<file path="src/rtl/mem_port_arbiter.sv">
// Shares the memory controller's single data port among the CPU, image-processor
// and SPART requesters: CPU priority with a burst cap, round-robin between the others.
module mem_port_arbiter #(
    parameter int ADDR_W        = 32,
    parameter int DATA_W        = 32,
    parameter int CPU_BURST_MAX = 4,
    parameter int TIMEOUT       = 255
) (
    input  logic              clk,
    input  logic              rst,
    input  logic              cpu_req,
    input  logic              cpu_wr,
    input  logic [ADDR_W-1:0] cpu_addr,
    input  logic [DATA_W-1:0] cpu_wdata,
    output logic [DATA_W-1:0] cpu_rdata,
    output logic              cpu_vld,
    input  logic              img_req,
    input  logic [ADDR_W-1:0] img_addr,
    input  logic [DATA_W-1:0] img_wdata,
    output logic              img_vld,
    input  logic              spart_req,
    input  logic [ADDR_W-1:0] spart_addr,
    output logic [DATA_W-1:0] spart_rdata,
    output logic              spart_vld,
    output logic              mem_req,
    output logic              mem_wr,
    output logic [ADDR_W-1:0] mem_addr,
    output logic [DATA_W-1:0] mem_wdata,
    input  logic [DATA_W-1:0] mem_rdata,
    input  logic              mem_vld,
    output logic [1:0]        grant,
    output logic              timeout_err
);

    typedef enum logic [1:0] {
        ST_IDLE = 2'd0,
        ST_BUSY = 2'd1,
        ST_RESP = 2'd2
    } state_t;

    localparam logic [1:0] GNT_NONE  = 2'd0;
    localparam logic [1:0] GNT_CPU   = 2'd1;
    localparam logic [1:0] GNT_IMG   = 2'd2;
    localparam logic [1:0] GNT_SPART = 2'd3;

    localparam logic [3:0] BURST_MAX = 4'(CPU_BURST_MAX);
    localparam logic [7:0] TMO_LIMIT = 8'(TIMEOUT);

    state_t            state_r;
    state_t            state_next_s;
    logic [1:0]        win_s;
    logic              done_s;
    logic              abort_s;
    logic              other_s;
    logic [DATA_W-1:0] cap_data_s;
    logic [3:0]        cpu_streak_r;
    logic              rr_ptr_r;      // 0 = IMG next, 1 = SPART next
    logic [7:0]        wait_cnt_r;

    // Next-state, arbitration winner and completion/abort decode
    always_comb begin
        state_next_s = state_r;
        win_s        = GNT_NONE;
        done_s       = 1'b0;
        abort_s      = 1'b0;
        other_s      = img_req | spart_req;
        case (state_r)
            ST_IDLE: begin
                if (cpu_req && !((cpu_streak_r == BURST_MAX) && other_s)) begin
                    win_s = GNT_CPU;
                end else if (img_req && spart_req) begin
                    win_s = rr_ptr_r ? GNT_SPART : GNT_IMG;
                end else if (img_req) begin
                    win_s = GNT_IMG;
                end else if (spart_req) begin
                    win_s = GNT_SPART;
                end else begin
                    win_s = GNT_NONE;
                end
                if (win_s != GNT_NONE) begin
                    state_next_s = ST_BUSY;
                end else begin
                    state_next_s = ST_IDLE;
                end
            end
            ST_BUSY: begin
                // A completion in the timeout cycle still counts as a normal completion
                if (mem_vld) begin
                    done_s       = 1'b1;
                    state_next_s = ST_RESP;
                end else if (wait_cnt_r == TMO_LIMIT) begin
                    abort_s      = 1'b1;
                    state_next_s = ST_RESP;
                end else begin
                    state_next_s = ST_BUSY;
                end
            end
            ST_RESP: begin
                state_next_s = ST_IDLE;
            end
            default: begin
                state_next_s = ST_IDLE;
            end
        endcase
        if (done_s) begin
            cap_data_s = mem_rdata;
        end else begin
            cap_data_s = DATA_W'(32'hDEAD_BEEF);
        end
    end

    // FSM state register
    always_ff @(posedge clk) begin
        if (rst) begin
            state_r <= ST_IDLE;
        end else begin
            state_r <= state_next_s;
        end
    end

    // Port latching, response pulses, streak/round-robin bookkeeping and wait counter
    always_ff @(posedge clk) begin
        if (rst) begin
            mem_req      <= 1'b0;
            mem_wr       <= 1'b0;
            mem_addr     <= {ADDR_W{1'b0}};
            mem_wdata    <= {DATA_W{1'b0}};
            cpu_vld      <= 1'b0;
            img_vld      <= 1'b0;
            spart_vld    <= 1'b0;
            cpu_rdata    <= {DATA_W{1'b0}};
            spart_rdata  <= {DATA_W{1'b0}};
            grant        <= GNT_NONE;
            timeout_err  <= 1'b0;
            cpu_streak_r <= 4'd0;
            rr_ptr_r     <= 1'b0;
            wait_cnt_r   <= 8'd0;
        end else begin
            case (state_r)
                ST_IDLE: begin
                    if (win_s != GNT_NONE) begin
                        mem_req    <= 1'b1;
                        grant      <= win_s;
                        wait_cnt_r <= 8'd0;
                    end
                    case (win_s)
                        GNT_CPU: begin
                            mem_addr  <= cpu_addr;
                            mem_wdata <= cpu_wdata;
                            mem_wr    <= cpu_wr;
                            if (!other_s) begin
                                cpu_streak_r <= 4'd0;
                            end else if (cpu_streak_r < BURST_MAX) begin
                                cpu_streak_r <= cpu_streak_r + 4'd1;
                            end
                        end
                        GNT_IMG: begin
                            mem_addr     <= img_addr;
                            mem_wdata    <= img_wdata;
                            mem_wr       <= 1'b1;
                            rr_ptr_r     <= 1'b1;
                            cpu_streak_r <= 4'd0;
                        end
                        GNT_SPART: begin
                            mem_addr     <= spart_addr;
                            mem_wdata    <= {DATA_W{1'b0}};
                            mem_wr       <= 1'b0;
                            rr_ptr_r     <= 1'b0;
                            cpu_streak_r <= 4'd0;
                        end
                        default: begin
                        end
                    endcase
                end
                ST_BUSY: begin
                    if (done_s || abort_s) begin
                        mem_req <= 1'b0;
                        case (grant)
                            GNT_CPU: begin
                                cpu_vld   <= 1'b1;
                                cpu_rdata <= cap_data_s;
                            end
                            GNT_IMG: begin
                                img_vld <= 1'b1;
                            end
                            GNT_SPART: begin
                                spart_vld   <= 1'b1;
                                spart_rdata <= cap_data_s;
                            end
                            default: begin
                            end
                        endcase
                        if (abort_s) begin
                            timeout_err <= 1'b1;
                        end
                    end else begin
                        wait_cnt_r <= wait_cnt_r + 8'd1;
                    end
                end
                ST_RESP: begin
                    cpu_vld   <= 1'b0;
                    img_vld   <= 1'b0;
                    spart_vld <= 1'b0;
                    grant     <= GNT_NONE;
                end
                default: begin
                    mem_req <= 1'b0;
                    grant   <= GNT_NONE;
                end
            endcase
        end
    end

endmodule

</file>
<file path="config.mk">
export PLATFORM = sky130hd
export DESIGN_NAME = mem_port_arbiter
export DESIGN_NICKNAME = d
export VERILOG_FILES = /design/src/rtl/mem_port_arbiter.sv
export SDC_FILE = /design/constraint.sdc
export NUM_CORES = 1
export LEC_CHECK = 0
export ABC_CLOCK_PERIOD_IN_PS = 4700
export BUFFER_PORTS_ARGS = -buffer_cell sky130_fd_sc_hd__buf_2
export CAP_MARGIN = 20
export CORE_AREA = 2 2 132 134
export DETAILED_ROUTE_END_ITERATION = 8
export DIE_AREA = 0 0 134 136
export GPL_TIMING_DRIVEN = 0
export PLACE_DENSITY_LB_ADDON = 0.05
export SYNTH_ARGS = -nofsm -noshare
export SYNTH_HDL_FRONTEND = slang
export SYNTH_SLANG_ARGS = --single-unit
</file>
<file path="constraint.sdc">
create_clock -name clk -period 4.7 [get_ports clk]
set_input_delay 0.47 -clock clk [delete_from_list [all_inputs] [get_ports clk]]
set_output_delay 0.47 -clock clk [all_outputs]
set_load 0.01 [all_outputs]
</file>
=== Word-level counts from Yosys, hierarchy flattened ===
Index checks and enable logic that the tools add are counted.

* Register bits: 151
* Word-level logic and storage cells: 105

* Reductions and logical operators: 26
* Multiplexer cells: 41
* Bitwise operators: 3
* Add/sub/neg operators: 2
* Eq/ne operators: 17
* $lt $le $gt $ge: 1

{| class="wikitable"
|+ Operator list
! operator !! count
|-
| one-hot mux 32 bit (3 select lines) || 2
|-
| two-way mux 32 bit || 1
|-
| AND reduction 3 bit || 9
|-
| two-way mux 2 bit || 9
|-
| two-way mux 8 bit || 2
|-
| one-hot mux 8 bit (2 select lines) || 1
|-
| two-way mux 1 bit || 15
|-
| nonzero test 2 bit || 6
|-
| equality test 2 bit, second input constant || 5
|-
| adder 8 x 1 -> 8 bit, second input constant || 1
|-
| equality test 8 bit, second input constant || 1
|-
| two-way mux 4 bit || 2
|-
| one-hot mux 1 bit (2 select lines) || 4
|-
| one-hot mux 2 bit (2 select lines) || 2
|-
| one-hot mux 4 bit (2 select lines) || 1
|-
| equality test 2 x 1 -> 1 bit, second input constant || 3
|-
| != test 2 x 1 -> 1 bit, second input constant || 3
|-
| != test 2 bit, second input constant || 3
|-
| one-hot mux 1 bit (3 select lines) || 2
|-
| AND reduction 2 bit || 3
|-
| adder 4 x 1 -> 4 bit, second input constant || 1
|-
| equality test 4 x 3 -> 1 bit, second input constant || 1
|-
| < comparator 4 x 3 -> 1 bit, second input constant || 1
|-
| logical AND 1 bit || 3
|-
| other kinds (8) || 9
|}

=== Depth between registers and ports, before layout ===
* Depth in word-level cells: 11
* Gate-level depth with buffers: 8
* Depth with buffers taken out: 6

=== Worst setup path before layout ===
OpenSTA, ideal clock, no wires.

* Path kind: flip-flop to flip-flop
* From: reg wait_cnt_r[0]
* To: reg spart_rdata[10]
* Slack: 2.992 ns
* Arrival: 1.589 ns
* Required time: 4.581 ns
* Path buffers: 2
* Library setup time: 0.119 ns
* Stages on the path, launching flop included: 8
* Path through: dfxtp_1 ha_1 and3_1 a21oi_1 buf_2 nor2_4 buf_2 o221a_1

* Longest elaborated chain between the ends: 6

{| class="wikitable"
|+ Ends and longest elaborated chain
! what !! RTL line !! source
|-
| start: declaration || 58 || <nowiki>logic [7:0] wait_cnt_r;</nowiki>
|-
| start signal: assignment || 197 || <nowiki>wait_cnt_r <= wait_cnt_r + 8'd1;</nowiki>
|-
| equality test 8 bit || 91 || <nowiki>end else if (wait_cnt_r == TMO_LIMIT) begin</nowiki>
|-
| two-way mux 1 bit || 91 ||
|-
| two-way mux 1 bit || 88 || <nowiki>if (mem_vld) begin</nowiki>
|-
| two-way mux 1 bit || 67 || <nowiki>case (state_r)</nowiki>
|-
| logical OR 1 bit || 176 || <nowiki>if (done_s || abort_s) begin</nowiki>
|-
| AND reduction 3 bit (no source line) || - ||
|-
| end signal: assignment || 132 || <nowiki>spart_rdata <= {DATA_W{1'b0}};</nowiki>
|-
| end signal: assignment || 188 || <nowiki>spart_rdata <= cap_data_s;</nowiki>
|-
| end: declaration || 23 || <nowiki>output logic [DATA_W-1:0] spart_rdata,</nowiki>
|}

Every way passes these cells.
A chain may end at the register's enable or synchronous reset.

=== Worst setup path in the final report ===
* From: reg cpu_streak_r[0]
* To: reg mem_wdata[18]

* Longest elaborated chain between the ends: 10
* Elaborated cells on any way between the ends: 13
* Classes of those cells: eq/ne (4); mux (4); reduce/logical (5)

{| class="wikitable"
|+ Ends and longest elaborated chain
! what !! RTL line !! source
|-
| start: declaration || 56 || <nowiki>logic [3:0] cpu_streak_r;</nowiki>
|-
| start signal: assignment || 154 || <nowiki>cpu_streak_r <= cpu_streak_r + 4'd1;</nowiki>
|-
| equality test 4 x 3 -> 1 bit * || 69 || <nowiki>if (cpu_req && !((cpu_streak_r == BURST_MAX) && other_s)) begin</nowiki>
|-
| logical AND 1 bit * || 69 ||
|-
| zero test 1 bit * || 69 ||
|-
| logical AND 1 bit * || 69 ||
|-
| two-way mux 2 bit * || 69 ||
|-
| two-way mux 2 bit * (2 in series) || 67 ||
|-
| equality test 2 x 1 -> 1 bit or equality test 2 bit (tied branches) || 146 || <nowiki>case (win_s)</nowiki>
|-
| nonzero test 3 bit (no source line) || - ||
|-
| AND reduction 2 bit (no source line) || - ||
|-
| end signal: assignment || 149 || <nowiki>mem_wdata <= cpu_wdata;</nowiki>
|-
| end signal: assignment || 159 || <nowiki>mem_wdata <= img_wdata;</nowiki>
|-
| end signal: assignment || 166 || <nowiki>mem_wdata <= {DATA_W{1'b0}};</nowiki>
|-
| end: declaration || 28 || <nowiki>output logic [DATA_W-1:0] mem_wdata,</nowiki>
|}

Every way passes the cells marked *; elsewhere a longest branch is shown, timed or not. The select of a mux whose other input is x is not followed.

==> results summary <==
The width of the die is 134 um. The number of clock sinks seen by CTS is 151. The number of max-cap violations came out at 0. CTS built an H-tree with a depth of 4. Setup slack on the worst reg-to-reg path comes out at 2.68 ns. The worst hold slack across all endpoints is 0.237 ns. The standard cell core area is 16,900 um^2. The total routed wirelength came out at 20.7 mm.

The family with the most delay on the worst path is compound AO/OA/AOI/OAI gates. The synthesized design spends more area on one cell type than any other, namely sky130_fd_sc_hd__dfxtp_1. In this run the tightest slew margin relative to its limit is 0.633.

After clock tree synthesis, the repair step resized 0 gates. Routability-driven placement finished with a final weighted congestion of 0.776. The logic depth of the worst register-to-register path came out at 7. Once detailed placement completed, the half-perimeter wirelength came to 16.0 mm. The number of buffers and inverters on the critical path came out at 2. The path with the worst hold slack has its endpoint at mem_wdata[31]. The power density of the placed cells came out at 391 nW/um^2.

The origin of the worst min-delay path is img_wdata[31]. The share of synthesized flip-flops with an asynchronous set or reset is 0. The Yosys step of the flow raised 0 warnings. The flow ran to the end, and the final reports show no timing, DRC or antenna violations. Setup repair after global routing left no endpoint under its margin. The largest clock skew in the final design is 0.00852 ns.

From bottom edge to top edge, the die measures 136 um. The number of enable flip-flop cells after synthesis is 0. The fill cell instance count of the final layout came out at 1,646. Among all flip-flop cells after synthesis, the most frequent one is sky130_fd_sc_hd__dfxtp_1. The count of pins on the block boundary is 335.

Before antenna repair, the detailed router went through 5 iterations. Walking the worst path, the cells encountered are inv_1, ha_1, and3b_1, o211ai_2, buf_2, o21ai_0, a211oi_1. The sum of overflow across all layers after global routing is 0. In this run the critical register-to-register path is captured at mem_wdata[18]. The TritonCTS buffer count is 17.

A synthesized cell averages 9.83 um^2. The count of antenna diodes in the layout is 0. The gate count after technology mapping is 630. The shortest period the worst path allows came out at 2.02 ns.

For this block, the initial DRC count from the detailed router was 287. The initial antenna violation count came out at 0. The vias per cell came out at 5.20. In the routed design, unresolved DRC markers number 0. The share of the yosys chip area belonging to registers is 0.488. The first-pass GRT wire length came out at 32.1 mm. The wire length per cell came out at 17.0 um. The cell row count came out at 48. The number of post-CTS setup repair buffers came out at 0. The via count of the first global-routing pass was 6,071. The worst path arrival time is 2.35 ns. The static power due to leakage is 3.98 nW.

The number of stages on the worst hold path came out at 2. For this run, the slowest stage of the critical path takes 0.38 ns. The tree is rooted in a sky130_fd_sc_hd__clkbuf_16. The floorplan step defined a die boundary enclosing 18,200 um^2. The count of nets left with antenna violations once routing finished came out at 0. Yosys mapped the design onto 67 distinct sky130hd cell types. The maximum buffer depth of the clock tree is 2.

The clock input transition at the sequential cells of the worst setup and hold paths is 0.06 ns. The number of nets in the final layout is 1,184. The hold violation total from the final report came out at 0. The worst setup path is captured at a register. The layout overhead on the synthesized area is 42.0%.

The total global routing track utilization came out at 0.222. VDD sags by at most 286 uV. The final count of pins violating max slew came out at 0.

The design draws 0.00343 W. STA classifies the critical path startpoint as a register. The initial cell density of the core came out at 0.367. The worst endpoint required time came out at 5.03 ns. The setup TNS after final layout came out at 0 ns. The fmax is 494 MHz. In this run the tool buffered the top-level ports with 333 buffer cells. The number of setup violations in the final report came out at 0. The startpoint of the worst-slack reg-to-reg timing path is cpu_streak_r[0]. The number of hold-repair buffers added at the cts stage is 0.

Measured on the finished design, the core utilization comes to 0.521. The post-route worst setup slack is 2.68 ns. The proportion of netlist area held by the largest area contributor came out at 0.488.

The clock tree from TritonCTS is built. The via count is 6,340. The critical path start-end classification is register to register.

The total nets after synthesis is 832. After synthesis the netlist holds a flip-flop and latch count of 151. The cell with the biggest individual delay on the critical path is sky130_fd_sc_hd__dfxtp_1. Along the worst path, the maximum fanout reaches 10.

The transition time at the pin with the least slew margin is 0.551 ns. The pre-CTS setup slack is 2.53 ns. Dividing the final minimum period by the clock period gives 0.431.

The clock latency at the later pin of the worst-skew pair came out at 0.43 ns. The path class of the tightest hold or removal check is primary input to register. Entering global routing, the biggest net connects 17 pins. In this run the cell area of the synthesized design comes to 6190 um^2. The layout cell share with drive strength beyond 1 came out at 0.424.

By area the synthesized netlist is led by sky130_fd_sc_hd__dfxtp_1, sky130_fd_sc_hd__o221a_1, sky130_fd_sc_hd__o21ai_0, sky130_fd_sc_hd__a32oi_1, sky130_fd_sc_hd__a22oi_1.
-- synth_stat cells, types with 4 or more instances --
cell and count:
sky130_fd_sc_hd__a211oi_1 29, sky130_fd_sc_hd__a21o_1 8, sky130_fd_sc_hd__a21oi_1 25, sky130_fd_sc_hd__a22o_1 7, sky130_fd_sc_hd__a22oi_1 32, sky130_fd_sc_hd__a32oi_1 32
sky130_fd_sc_hd__buf_2 19, sky130_fd_sc_hd__buf_4 4, sky130_fd_sc_hd__buf_6 4, sky130_fd_sc_hd__clkbuf_1 27, sky130_fd_sc_hd__dfxtp_1 151, sky130_fd_sc_hd__inv_1 4
sky130_fd_sc_hd__nand2_1 33, sky130_fd_sc_hd__nand2b_1 5, sky130_fd_sc_hd__nand3_1 21, sky130_fd_sc_hd__nor2_1 31, sky130_fd_sc_hd__nor3_1 5, sky130_fd_sc_hd__o21ai_0 69
sky130_fd_sc_hd__o21ai_1 11, sky130_fd_sc_hd__o221a_1 40, sky130_fd_sc_hd__o221a_2 8
-- flip-flops by register name, summed over array words and instances (netlist names), 2 cells and up --
name	count
mem_addr	32
spart_rdata	32
grant	2
state_r	2
wait_cnt_r	8
cpu_rdata	32
mem_wdata	32
cpu_streak_r	4
-- report_power, final --
part	internal [W]	switching (W)
clock network	0.000949	0.000566
registers	0.00136	0.0000471
logic	0.000219	0.000290
total	0.00253	0.000903
-- per-stage QoR --
| stage | instance area, um^2 | std cells |
|---|---|---|
| CTS | 8790 | 1220 |
| finish | 8790 | 1220 |
| floorplan | 6190 | 630 |
| global placement | 8140 | 1188 |
| detailed placement | 8140 | 1188 |
| global route | 8790 | 1220 |
-- layout make-up --
cell class,instances,area [um^2],share of cell area
flip-flops and latches,151,3020,0.344
multi-input cells,415,2860,0.325
repair buffers,333,1670,0.190
clock buffers,18,429,0.0488
plain buffers,58,290,0.0330
well taps,225,282,0.0320
clock inverters,14,221,0.0252
inverters,6,22.5,0.00256
-- worst max-delay path by stage --
| stage | startpoint | cells past startpoint | slack [ns] | endpoint |
|---|---|---|---|---|
| 3_5_place_dp | spart_req | 7 | 2.53 | mem_wdata[18] |
| 4_1_cts | cpu_streak_r[0] | 7 | 2.68 | mem_wdata[18] |
| 5_1_grt | cpu_streak_r[0] | 7 | 2.51 | mem_wdata[19] |
| 6_report | cpu_streak_r[0] | 7 | 2.68 | mem_wdata[18] |
| 3_3_place_gp | spart_req | 7 | 2.56 | mem_wdata[8] |
| 2_1_floorplan | wait_cnt_r[0] | 7 | 2.99 | spart_rdata[10] |
-- cells by family after synthesis --
kind of cell / Yosys count / synth area share
mux: 1 / 0.00162
compound gates: 282 / 0.343
fa+ha+maj: 3 / 0.00606
flops: 151 / 0.488
xor+xnor: 3 / 0.00424
buf+inv: 64 / 0.0505
simple gates: 126 / 0.106
-- metal layers --
layer | track usage | part of all wire
met5 | 0 | 0
met4 | 0.0556 | 0.011
met3 | 0.0630 | 0.066
met2 | 0.389 | 0.49
met1 | 0.269 | 0.43
-- cells in the final DEF, fill, tap and decap left out, types with 2 or more instances in the layout --
cell type	synthesis	routed
sky130_fd_sc_hd__buf_2	19	352
sky130_fd_sc_hd__dfxtp_1	151	151
sky130_fd_sc_hd__o21ai_0	69	69
sky130_fd_sc_hd__o221a_1	40	40
sky130_fd_sc_hd__nand2_1	33	33
sky130_fd_sc_hd__a32oi_1	32	32
sky130_fd_sc_hd__a22oi_1	32	32
sky130_fd_sc_hd__nor2_1	31	31
sky130_fd_sc_hd__a211oi_1	29	29
sky130_fd_sc_hd__clkbuf_1	27	28
sky130_fd_sc_hd__a21oi_1	25	25
sky130_fd_sc_hd__nand3_1	21	21
sky130_fd_sc_hd__clkbuf_16	0	17
sky130_fd_sc_hd__o21ai_1	11	11
sky130_fd_sc_hd__a21o_1	8	8
sky130_fd_sc_hd__o221a_2	8	8
sky130_fd_sc_hd__a22o_1	7	7
sky130_fd_sc_hd__nand2b_1	5	5
sky130_fd_sc_hd__nor3_1	5	5
sky130_fd_sc_hd__bufinv_16	0	5
sky130_fd_sc_hd__inv_1	4	4
sky130_fd_sc_hd__buf_6	4	4
sky130_fd_sc_hd__buf_4	4	4
sky130_fd_sc_hd__nand3b_1	3	3
sky130_fd_sc_hd__and3_1	3	3
sky130_fd_sc_hd__a31oi_1	3	3
sky130_fd_sc_hd__o211ai_1	3	3
sky130_fd_sc_hd__or3_1	3	3
sky130_fd_sc_hd__clkbuf_2	3	3
sky130_fd_sc_hd__ha_1	3	3
sky130_fd_sc_hd__nor2_4	2	2
sky130_fd_sc_hd__nand4_1	2	2
sky130_fd_sc_hd__a21boi_1	2	2
sky130_fd_sc_hd__xor2_1	2	2
sky130_fd_sc_hd__and2_1	2	2
sky130_fd_sc_hd__clkinv_4	0	2
sky130_fd_sc_hd__clkinv_2	0	2
sky130_fd_sc_hd__clkinvlp_4	0	2
sky130_fd_sc_hd__inv_6	0	2
Note: power is estimated with default switching activity, not from simulation.
